## src/rtl/knn_img.sv

```systemverilog
// ---------------------------------------------------------------------------
// knn_img -- walks an 8x8 grid of cells laid over a rectangular box.
//
// A start is accepted in IDLE when knn_en and dic_end are both 1 on a rising
// clock edge. The box corners can be given in either order. On that edge the
// box origin and the cell size are captured. The block then presents one cell
// per clock in row-major order (row = cnt_h_o outer, column = cnt_w_o inner),
// 64 cells in all. After the last cell it raises knn_fin_o for a single cycle
// and returns to IDLE.
//
// Ports
//   clk_en                      clock (all state changes on its rising edge)
//   reset_n                     asynchronous reset, active HIGH despite name
//   dic_end                     start qualifier (dictionary loaded)
//   knn_en                      start request, level sampled
//   postion_lu_x/_y [9:0]       first box corner
//   postion_rd_x/_y [9:0]       opposite box corner
//   i_o, j_o [9:0]              top-left corner of the current cell
//   cnt_w_o, cnt_h_o [3:0]      column / row index of the current cell
//   wid_center_o, hei_center_o  centre of the current cell
//   knn_fin_o                   one-cycle scan-complete pulse
// ---------------------------------------------------------------------------
module knn_img (
   input  logic       clk_en,
   input  logic       reset_n,
   input  logic       dic_end,
   input  logic       knn_en,
   input  logic [9:0] postion_lu_x,
   input  logic [9:0] postion_lu_y,
   input  logic [9:0] postion_rd_x,
   input  logic [9:0] postion_rd_y,
   output logic [9:0] i_o,
   output logic [9:0] j_o,
   output logic [3:0] cnt_w_o,
   output logic [3:0] cnt_h_o,
   output logic [9:0] wid_center_o,
   output logic [9:0] hei_center_o,
   output logic       knn_fin_o
);

   typedef enum logic [1:0] {
      IDLE = 2'd0,
      SCAN = 2'd1,
      DONE = 2'd2
   } state_t;

   state_t     state_reg, state_next;

   // Geometry captured at the start edge.
   logic [9:0] x0_reg, x0_next;
   logic [9:0] y0_reg, y0_next;
   logic [9:0] cw_reg, cw_next;
   logic [9:0] ch_reg, ch_next;

   // Cell counters and coordinate accumulators (these are the outputs).
   logic [2:0] cnt_w_reg, cnt_w_next;
   logic [2:0] cnt_h_reg, cnt_h_next;
   logic [9:0] i_reg, i_next;
   logic [9:0] j_reg, j_next;
   logic [9:0] wc_reg, wc_next;
   logic [9:0] hc_reg, hc_next;
   logic       fin_reg, fin_next;

   // Corner-order-independent box origin and extent.
   logic [9:0] lo_x, lo_y, span_x, span_y;

   always_comb begin
      if (postion_lu_x < postion_rd_x) begin
         lo_x   = postion_lu_x;
         span_x = postion_rd_x - postion_lu_x;
      end else begin
         lo_x   = postion_rd_x;
         span_x = postion_lu_x - postion_rd_x;
      end
      if (postion_lu_y < postion_rd_y) begin
         lo_y   = postion_lu_y;
         span_y = postion_rd_y - postion_lu_y;
      end else begin
         lo_y   = postion_rd_y;
         span_y = postion_lu_y - postion_rd_y;
      end
   end

   // Next-state and datapath. Coordinates are built by repeated addition:
   // one cell width per column step, and at a row change the x accumulator
   // reloads the origin while y gains one cell height. All sums wrap mod 1024.
   always_comb begin
      state_next = state_reg;
      x0_next    = x0_reg;
      y0_next    = y0_reg;
      cw_next    = cw_reg;
      ch_next    = ch_reg;
      cnt_w_next = cnt_w_reg;
      cnt_h_next = cnt_h_reg;
      i_next     = i_reg;
      j_next     = j_reg;
      wc_next    = wc_reg;
      hc_next    = hc_reg;
      fin_next   = 1'b0;

      case (state_reg)
         IDLE: begin
            if (knn_en && dic_end) begin
               state_next = SCAN;
               x0_next    = lo_x;
               y0_next    = lo_y;
               cw_next    = span_x >> 3;
               ch_next    = span_y >> 3;
               cnt_w_next = 3'd0;
               cnt_h_next = 3'd0;
               i_next     = lo_x;
               j_next     = lo_y;
               // Half a cell is the extent shifted by four.
               wc_next    = lo_x + (span_x >> 4);
               hc_next    = lo_y + (span_y >> 4);
            end
         end

         SCAN: begin
            if (cnt_w_reg != 3'd7) begin
               cnt_w_next = cnt_w_reg + 3'd1;
               i_next     = i_reg + cw_reg;
               wc_next    = i_reg + cw_reg + (cw_reg >> 1);
            end else if (cnt_h_reg != 3'd7) begin
               cnt_w_next = 3'd0;
               cnt_h_next = cnt_h_reg + 3'd1;
               i_next     = x0_reg;
               j_next     = j_reg + ch_reg;
               wc_next    = x0_reg + (cw_reg >> 1);
               hc_next    = j_reg + ch_reg + (ch_reg >> 1);
            end else begin
               // Last cell shown; outputs hold while the finish pulse goes out.
               state_next = DONE;
               fin_next   = 1'b1;
            end
         end

         DONE: begin
            state_next = IDLE;
         end

         default: begin
            state_next = IDLE;
         end
      endcase
   end

   always_ff @(posedge clk_en or posedge reset_n) begin
      if (reset_n) begin
         state_reg <= IDLE;
         x0_reg    <= '0;
         y0_reg    <= '0;
         cw_reg    <= '0;
         ch_reg    <= '0;
         cnt_w_reg <= '0;
         cnt_h_reg <= '0;
         i_reg     <= '0;
         j_reg     <= '0;
         wc_reg    <= '0;
         hc_reg    <= '0;
         fin_reg   <= 1'b0;
      end else begin
         state_reg <= state_next;
         x0_reg    <= x0_next;
         y0_reg    <= y0_next;
         cw_reg    <= cw_next;
         ch_reg    <= ch_next;
         cnt_w_reg <= cnt_w_next;
         cnt_h_reg <= cnt_h_next;
         i_reg     <= i_next;
         j_reg     <= j_next;
         wc_reg    <= wc_next;
         hc_reg    <= hc_next;
         fin_reg   <= fin_next;
      end
   end

   assign i_o          = i_reg;
   assign j_o          = j_reg;
   assign cnt_w_o      = {1'b0, cnt_w_reg};
   assign cnt_h_o      = {1'b0, cnt_h_reg};
   assign wid_center_o = wc_reg;
   assign hei_center_o = hc_reg;
   assign knn_fin_o    = fin_reg;

endmodule

```

## config.mk

```make
export PLATFORM = sky130hd
export DESIGN_NAME = knn_img
export DESIGN_NICKNAME = d
export VERILOG_FILES = /design/src/rtl/knn_img.sv
export SDC_FILE = /design/constraint.sdc
export NUM_CORES = 1
export LEC_CHECK = 0
export BUFFER_PORTS_ARGS = -buffer_cell sky130_fd_sc_hd__buf_2
export CAP_MARGIN = 30
export CELL_PAD_IN_SITES_DETAIL_PLACEMENT = 0
export CELL_PAD_IN_SITES_GLOBAL_PLACEMENT = 1
export CORE_ASPECT_RATIO = 0.9
export CORE_MARGIN = 5
export CORE_UTILIZATION = 40
export DETAILED_ROUTE_END_ITERATION = 7
export GPL_TIMING_DRIVEN = 1
export PLACE_DENSITY_LB_ADDON = 0.25
export SETUP_SLACK_MARGIN = 0.3
export SLEW_MARGIN = 20
export SYNTH_ARGS = -nofsm -noshare
export SYNTH_HDL_FRONTEND = slang
export SYNTH_SLANG_ARGS = --single-unit
```

## constraint.sdc

```tcl
create_clock -name clk_en -period 4.4 [get_ports clk_en]
set_input_delay 0.66 -clock clk_en [delete_from_list [all_inputs] [get_ports clk_en]]
set_output_delay 0.66 -clock clk_en [all_outputs]
set_load 0.005 [all_outputs]
```

### Word-level counts from Yosys, hierarchy flattened

Cells that the tools add are included.

* bits of input ports: 44
* logic and storage cells: 75
* register bits after elaboration: 73

* magnitude comparators: 2
* reductions and logical operators: 7
* mux-type cells: 34
* $add $sub $neg: 13
* equality and inequality tests: 8

Operators by type and width (number)
* 10-bit two-way mux: 16
* 10-bit one-hot mux with 2 select lines: 4
* 10-bit by 6-bit adder with 10-bit output: 5
* 10-bit subtractor: 4
* 10-bit by 7-bit adder with 10-bit output: 2
* 10-bit less-than comparator: 2
* 3-bit two-way mux: 5
* 3-bit one-hot mux with 2 select lines: 2
* 3-bit != test, second input constant: 3
* 2-bit != test, second input constant: 4
* 3-bit by 1-bit adder with 3-bit output, second input constant: 2
* 2-bit two-way mux: 3
* 3-bit AND reduction: 2
* 2-bit one-hot mux with 2 select lines: 1
* 4-bit AND reduction: 1
* 1-bit two-way mux: 3
* 2-bit by 1-bit equality test with 1-bit output, second input constant: 1
* 2-bit logical NOT: 1
* 2-bit AND reduction: 1
* 2-bit nonzero test: 1
* 1-bit logical AND: 1

### Depth between registers and ports, before layout

Gate-level depths: netlist (run 1).

* depth after elaboration: 5
* mapped depth: 21
* gate-level depth less buffers: 20

### Worst setup path before layout (run 1)

Ideal clock, no wire load.

* path type: input to register
* from: input postion_lu_y[7]
* to: register hc_reg[8], in the netlist hei_center_o[8]
* arrival: 4.099 ns
* setup time: 0.132 ns
* slack: 0.169 ns
* cell stages on the path: 21
* path buffers: 1
* path through: inv_1 ha_1 a21oi_1 o21ai_0 a31oi_1 o21ai_1 buf_4 mux2i_1 o21ai_0 xor2_1 ha_1 inv_1 fa_1 nor2b_1 o21ai_0 a21boi_0 o21ai_0 a211oi_1 xnor2_1 o21ai_0 o211ai_1

* word-level cells in the longest chain between the ends: 5
* elaborated cells between the ends (all ways): 8
* classes of those cells: add/sub: 3; order compare: 1; mux: 4

RTL lines
* start, declared: RTL line 29 `input logic [9:0] postion_lu_y,`
* 10-bit less-than comparator: RTL line 75 `if (postion_lu_y < postion_rd_y) begin`
* 10-bit two-way mux: RTL line 75
* named net span_y[4]: RTL line 65 `logic [9:0] lo_x, lo_y, span_x, span_y;`
* 10-bit by 6-bit adder with 10-bit output: RTL line 115 `hc_next = lo_y + (span_y >> 4);`
* 10-bit two-way mux: RTL line 103 `if (knn_en && dic_end) begin`
* 10-bit one-hot mux with 2 select lines: RTL line 101 `case (state_reg)`
* end signal, assigned: RTL line 173 `hc_reg <= hc_next;`
* end, declared: RTL line 61 `logic [9:0] hc_reg, hc_next;`

The timed path passes the listed nets, and every way through them passes these cells. The select of a mux whose other input is x is not followed.
A chain may end at the register's enable or synchronous reset.

### Worst setup path in the final report (run 1)

* from: input postion_lu_x[1]
* to: register wc_reg[9], in the netlist wid_center_o[9]

* word-level cells in the longest chain between the ends: 5
* elaborated cells between the ends (all ways): 8
* classes of those cells: add/sub: 3; order compare: 1; mux: 4

RTL lines
* start, declared: RTL line 28 `input logic [9:0] postion_lu_x,`
* 10-bit subtractor (tied with other cells): RTL line 73 `span_x = postion_lu_x - postion_rd_x;`
* 10-bit two-way mux (*): RTL line 68 `if (postion_lu_x < postion_rd_x) begin`
* named net span_x[9]: RTL line 65
* 10-bit by 6-bit adder with 10-bit output (*): RTL line 114 `wc_next = lo_x + (span_x >> 4);`
* 10-bit two-way mux (*): RTL line 103
* 10-bit one-hot mux with 2 select lines (*): RTL line 101
* end signal, assigned: RTL line 172 `wc_reg <= wc_next;`
* end, declared: RTL line 60 `logic [9:0] wc_reg, wc_next;`

The timed path passes the listed nets; every way through them passes the cells marked *. The select of a mux whose other input is x is not followed.

==> qor.csv, run 1 <==
metric,value,unit
overflow,0,
synth_compound_area_share,22.3,%
tightest_slew,0.905,ns
start_util,41.1,%
synthSimpleGateAreaFrac,16.2,%
grt_pass1_wl,30700,um
slowest_stage,a2111oi_4,
synth_top_family_by_area,compound AO/OA/AOI/OAI gates,
p_clk_share,12.5,%
root_buffer,clkbuf_16,
period_share,89.9,%
first_global_vias,5878,
postRouteAntennaNets,0,
final_cells,1201,
yosys-mux-area-fraction,6.16,%
grt.total_usage,19.3,%
cp.arrival,4.16,ns
synth_most_common_cell,nand2_1,
rsz0062_at_grt,false,
relSlewSlack,38.9,%
dp_hpwl,15200,um
hp-class,in2async,
net-switching-power,0.00271,W
met2_usage,27.0,%
required,4.60,ns
first_pass_iters,5,
slowest_delay,0.35,ns
antenna_found_initial,0,
peakVddDrop,0.264,mV
fillCellCount,1581,
critPathCaptureType,flop,
vias,6305,
path_max_fanout,5,
grt_max_degree,43,
drc_errors,0,
ios,93,
h-tree-depth,3,
crit_chain,buf_2 -> buf_4 -> ha_1 -> a2111oi_4 -> buf_4 -> nor4_4 -> or2_4 -> buf_4 -> buf_4 -> mux2_2 -> a221oi_2 -> xnor2_1 -> ha_1 -> nor2b_2 -> a2bb2oi_1 -> buf_4 -> xnor2_1 -> a22oi_1 -> o31ai_1,
power.density,693,nW/um2
hold_violations,0,
ys_seq_elements,73,
switching_share,44.7,%
utilization,53.7,%
clock_latency,0.33,ns
synth_common_cells,"nand2_1 (121), o21ai_0 (96), ha_1 (76)",
use_met3,2.77,%
finalMaxSlewViolations,0,
ys.flop_type,dfrtp_1,
synthCells,813,
synth_area_leaders,"dfrtp_1 (27%), ha_1 (14%), o21ai_0 (7.2%), nand2_1 (6.8%), xnor2_1 (4.2%)",
synth_area,6700,um2
p_leak,4.20,nW
p_comb_share,66.1,%
synth-edff-count,0,
dp_slack,-0.228,ns
place_inst,1169,
skew,0.00618,ns
syn_area_per_cell,8.24,um2
cts_buffers,9,
routed_via_density,5.25,
numPortBuffers,90,
wl,19300,um
critical_path_class,in2reg,
crit_top_cell,buf_4,
area_growth,30.5,%
diodes,0,
cts_max_path_buffers,2,
ys_warn_count,0,
layout.nets,1115,
synthAdderAreaFrac,16.0,%
row_count,44,
yosys.area.top_type,dfrtp_1,
core_area,16300,um2
status,"complete, no violations",
drive_gt1_share,29.0,%
first_iter_violations,371,
worstSetupStartpointType,input port,
routedWlPerCell,16.1,um
gp_congestion,0.861,
setup_tns,0,ns
die_w,146,um
path_clk_slew,0.06,ns
use_met1,30.9,%
busiest_layer,met1,
clock_sinks,73,
seq_area_frac_synth,27.3,%
fmax,253,MHz
synth_xor_area_share,6.27,%
cts_tree,built,
async_reset_ff_share,100,%
yosysTopAreaCellShare,27.3,%
power.internal,0.00336,W
die_y,133,um
layout_setup_ws,0.442,ns
synth_cell_types,73,
fin_crit,3.96,ns
maxCapViolations,0,
seqPwrFrac,21.5,%
die_area,19400,um2
finalSetupViolations,0,
[critical path: cells and delay by family]
kind | cells | cell delay, ns
buffers and inverters | 6 | 0.90
multiplexers | 1 | 0.28
XOR/XNOR | 2 | 0.31
AO/OA/AOI/OAI | 5 | 0.97
adder cells (fa/ha/maj) | 2 | 0.54
AND/OR/NAND/NOR | 3 | 0.49
[final cells by class]
class	instances	area [um2]	share of cell area, %
multi-input cells	644	4830	55.2
flip-flops and latches	73	1830	20.9
repair buffers	193	1270	14.5
clock buffers	14	274	3.13
well taps	207	259	2.96
inverters	68	255	2.92
clock inverters	2	35.0	0.401
[cell families after synthesis]
family | after synthesis
compound gates | 238
simple gates | 235
buf+inv | 97
fa+ha+maj | 82
flops | 73
xor+xnor | 48
mux | 39
other cells | 1
[power by group through the flow]
stage                     sequential [W]  combinational [W]  clock [W]
after floorplan                  0.00124            0.00274          0
after global placement           0.00131            0.00380          0
after detailed placement         0.00131            0.00381          0
after CTS                        0.00130            0.00385   0.000767
after global routing             0.00135            0.00453   0.000794
final                            0.00130            0.00401   0.000755
[cells in the final DEF (no fill, tap or decap), types with 12 or more instances in the layout]
cell type and count:
mux2i_1 24, a211oi_1 12, buf_4 97, o21ai_0 84, a21o_1 13, dfrtp_1 73
nand3_1 15, xor2_1 16, a21oi_1 39, xnor2_1 31, inv_1 65, nand2_1 121
buf_2 90, ha_1 66, nor2_1 42
[metrics by stage]
stage / total power, W / area [um2] / hold slack [ns]
after global placement: 0.00511 / 7940 / 0.460
after global routing: 0.00667 / 8750 / 0.384
final: 0.00606 / 8750 / 0.341
after CTS: 0.00592 / 8300 / 0.479
after floorplan: 0.00397 / 6710 / 0.442
after detailed placement: 0.00513 / 7960 / 0.466
[per-layer routing]
layer,vias up,share of wire (%)
met5,-,0
met4,0,0.98
met3,12,5.0
met2,142,42
met1,2941,52
li1,3210,-
[worst paths after layout]
check	startpoint	end	slack, ns	cells after the start
setup / recovery	postion_lu_x[1]	wid_center_o[9]	0.44	19
hold / removal	reset_n	j_o[7]	0.34	2
setup reg to reg	i_o[1]	wid_center_o[7]	1.06	13
hold reg to reg	wid_center_o[4]	wid_center_o[4]	0.47	2
max in group asynchronous	reset_n	x0_reg[4]	3.20	3
min in group clk_en	wid_center_o[4]	wid_center_o[4]	0.47	2
[what timing repair did]
action / in CTS / in global routing
gates resized for setup: 7 / 66
setup endpoints to repair: 5 / 11
hold buffers: 0 / 0
pin swaps: 3 / 34
buffers inserted: 1 / 14
hold endpoints to repair: 0 / 0
No activity file was read; power rests on OpenSTA's default activity.
==> run 2: changes to the inputs <==
- clock period: 4.4 -> 4.04 ns (I/O delays scaled with it)
==> qor.csv, run 2 (same netlist as run 1, synthesis figures left out) <==
metric,value,unit,change
root_buffer,clkbuf_16,,
p_comb_share,66.3,%,+0.2 points
critPathTopFamily,compound AO/OA/AOI/OAI gates,,
dpl_cell_area,8400,um2,+5.5%
routed_via_density,5.18,,-1.3%
slowest_delay,0.35,ns,about the same
postLayoutCellArea,9320,um2,+6.5%
clock_sinks,73,,unchanged
path_clk_slew,0.06,ns,about the same
gp_congestion,0.865,,+0.46%
antenna_found_initial,0,,unchanged
rsz0062_at_grt,true,,
worstSetupStartpointType,input port,,
cp.arrival,4.03,ns,-0.13 ns
tightest_slew,0.930,ns,+0.0256 ns
dp_hpwl,15600,um,+3.0%
power.internal,0.00379,W,+13%
die_area,19400,um2,unchanged
p_leak,4.40,nW,+4.7%
fin_crit,3.82,ns,
seqPwrFrac,20.8,%,-0.7 points
routedWlPerCell,16.1,um,+0.34%
finalSetupViolations,0,,unchanged
vias,6389,,+1.3%
first_pass_iters,4,,-1
p_clk_share,12.9,%,+0.4 points
layout_commonest_cell,buf_4,,
hold_buffers,0,,unchanged
row_count,44,,unchanged
first_global_vias,6163,,+4.8%
switching_share,44.5,%,-0.17 points
postRouteAntennaNets,0,,unchanged
grt.total_usage,20.2,%,+0.84 points
net-switching-power,0.00303,W,+12%
drc_errors,0,,unchanged
cts_max_path_buffers,2,,unchanged
crit_chain,buf_8 -> clkinvlp_4 -> ha_4 -> a21oi_4 -> o21ai_2 -> a31oi_2 -> o21ai_2 -> buf_6 -> buf_4 -> mux2i_4 -> a311oi_2 -> xnor2_1 -> ha_2 -> nor2_2 -> or2_4 -> a31oi_4 -> nand4_1 -> o21ai_1 -> xnor2_1 -> a221o_1,,
die_w,146,um,unchanged
overflow,0,,unchanged
path_max_fanout,5,,unchanged
status,"complete, no violations",,
numPortBuffers,90,,unchanged
finalMaxSlewViolations,0,,unchanged
peakVddDrop,0.249,mV,-5.6%
hold_violations,0,,unchanged
fmax,262,MHz,
period_share,94.5,%,
diodes,0,,unchanged
power.density,732,nW/um2,+5.6%
required,4.25,ns,-0.35 ns
skew,0.00777,ns,+0.00159 ns
h-tree-depth,3,,unchanged
start_util,41.1,%,unchanged
hp-class,in2async,,
first_iter_violations,353,,-4.9%
layout.nets,1148,,+3.0%
slowest_stage,ha_2,,
core_area,16300,um2,unchanged
mostFrequentLayoutCells,"buf_4 (131), nand2_1 (116), buf_2 (86)",,
ios,93,,unchanged
cts_buffers,9,,unchanged
critical_path_class,in2reg,,
drive_gt1_share,36.2,%,+7.2 points
layout_setup_ws,0.224,ns,-0.218 ns
setup_tns,0,ns,unchanged
clock_latency,0.34,ns,about the same
maxCapViolations,0,,unchanged
grt_pass1_wl,32000,um,+4.3%
grt_max_degree,44,,+2.3%
relSlewSlack,37.2,%,-1.7 points
cts_tree,built,,
die_y,133,um,unchanged
critical_path_buf_inv_count,4,,-2
area_growth,39.0,%,
wl,19900,um,+3.0%
critPathCaptureType,flop,,
dp_slack,-0.193,ns,+0.0347 ns
-- run 2: cell types whose count changed in the layout (fill, tap and decap cells not counted), moves of 6 or more --
cell	change
ha_4	+9
buf_4	+34
inv_2	+6
inv_1	-8
ha_1	-14
-- run 2: path summary, 6_finish.rpt --
kind                                 start               to  slack, ns  cells past startpoint
max                        postion_lu_y[7]  hei_center_o[9]       0.22                     20
min                                reset_n           j_o[8]       0.37                      2
min in group clk_en        wid_center_o[5]  wid_center_o[5]       0.47                      2
max reg2reg                         i_o[0]  wid_center_o[7]       0.67                     13
min reg2reg                wid_center_o[5]  wid_center_o[5]       0.47                      2
max in group asynchronous          reset_n  wid_center_o[8]       2.65                      3
-- run 2: repair_timing --
item / in CTS / in global routing
gates resized for setup: 13 / 79
setup buffers: 10 / 14
setup endpoints to repair: 6 / 11
pin swaps: 22 / 56
-- run 2: per-layer routing --
metal / GRT usage (%) / vias up / routed length, um
met1: 31.7 / 2957 / 10200
met5: 0 / - / 0
li1: - / 3276 / -
met3: 2.70 / 17 / 1100
met4: 4.96 / 0 / 264
met2: 29.0 / 139 / 8300
-- run 2: power by group through the flow --
stage	clock network [W]	registers [W]	logic, W
after CTS	0.000892	0.00142	0.00436
after global placement	0	0.00142	0.00422
final	0.000879	0.00142	0.00452
after detailed placement	0	0.00143	0.00427
after global routing	0.000930	0.00147	0.00508
after floorplan	0	0.00135	0.00305
-- run 2: final cells by class --
cell class	instances	area, um2
Clock inverter	4	76.3
Clock buffer	11	253
Tap cell	207	259
Fill cell	1499	6980
Inverter	68	262
Timing Repair Buffer	226	1530
Sequential cell	73	1830
Multi-Input combinational cell	644	5110
-- run 2: per-stage QoR --
step                      std cells  utilization [%]  hold slack [ns]  power (W)
after floorplan                 814                -            0.442    0.00440
after global placement         1193             51.4            0.457    0.00564
after detailed placement       1194             51.5            0.466    0.00570
after CTS                      1219             54.3            0.389    0.00667
after global routing           1233             57.2            0.426    0.00748
final                          1233             57.2            0.372    0.00682
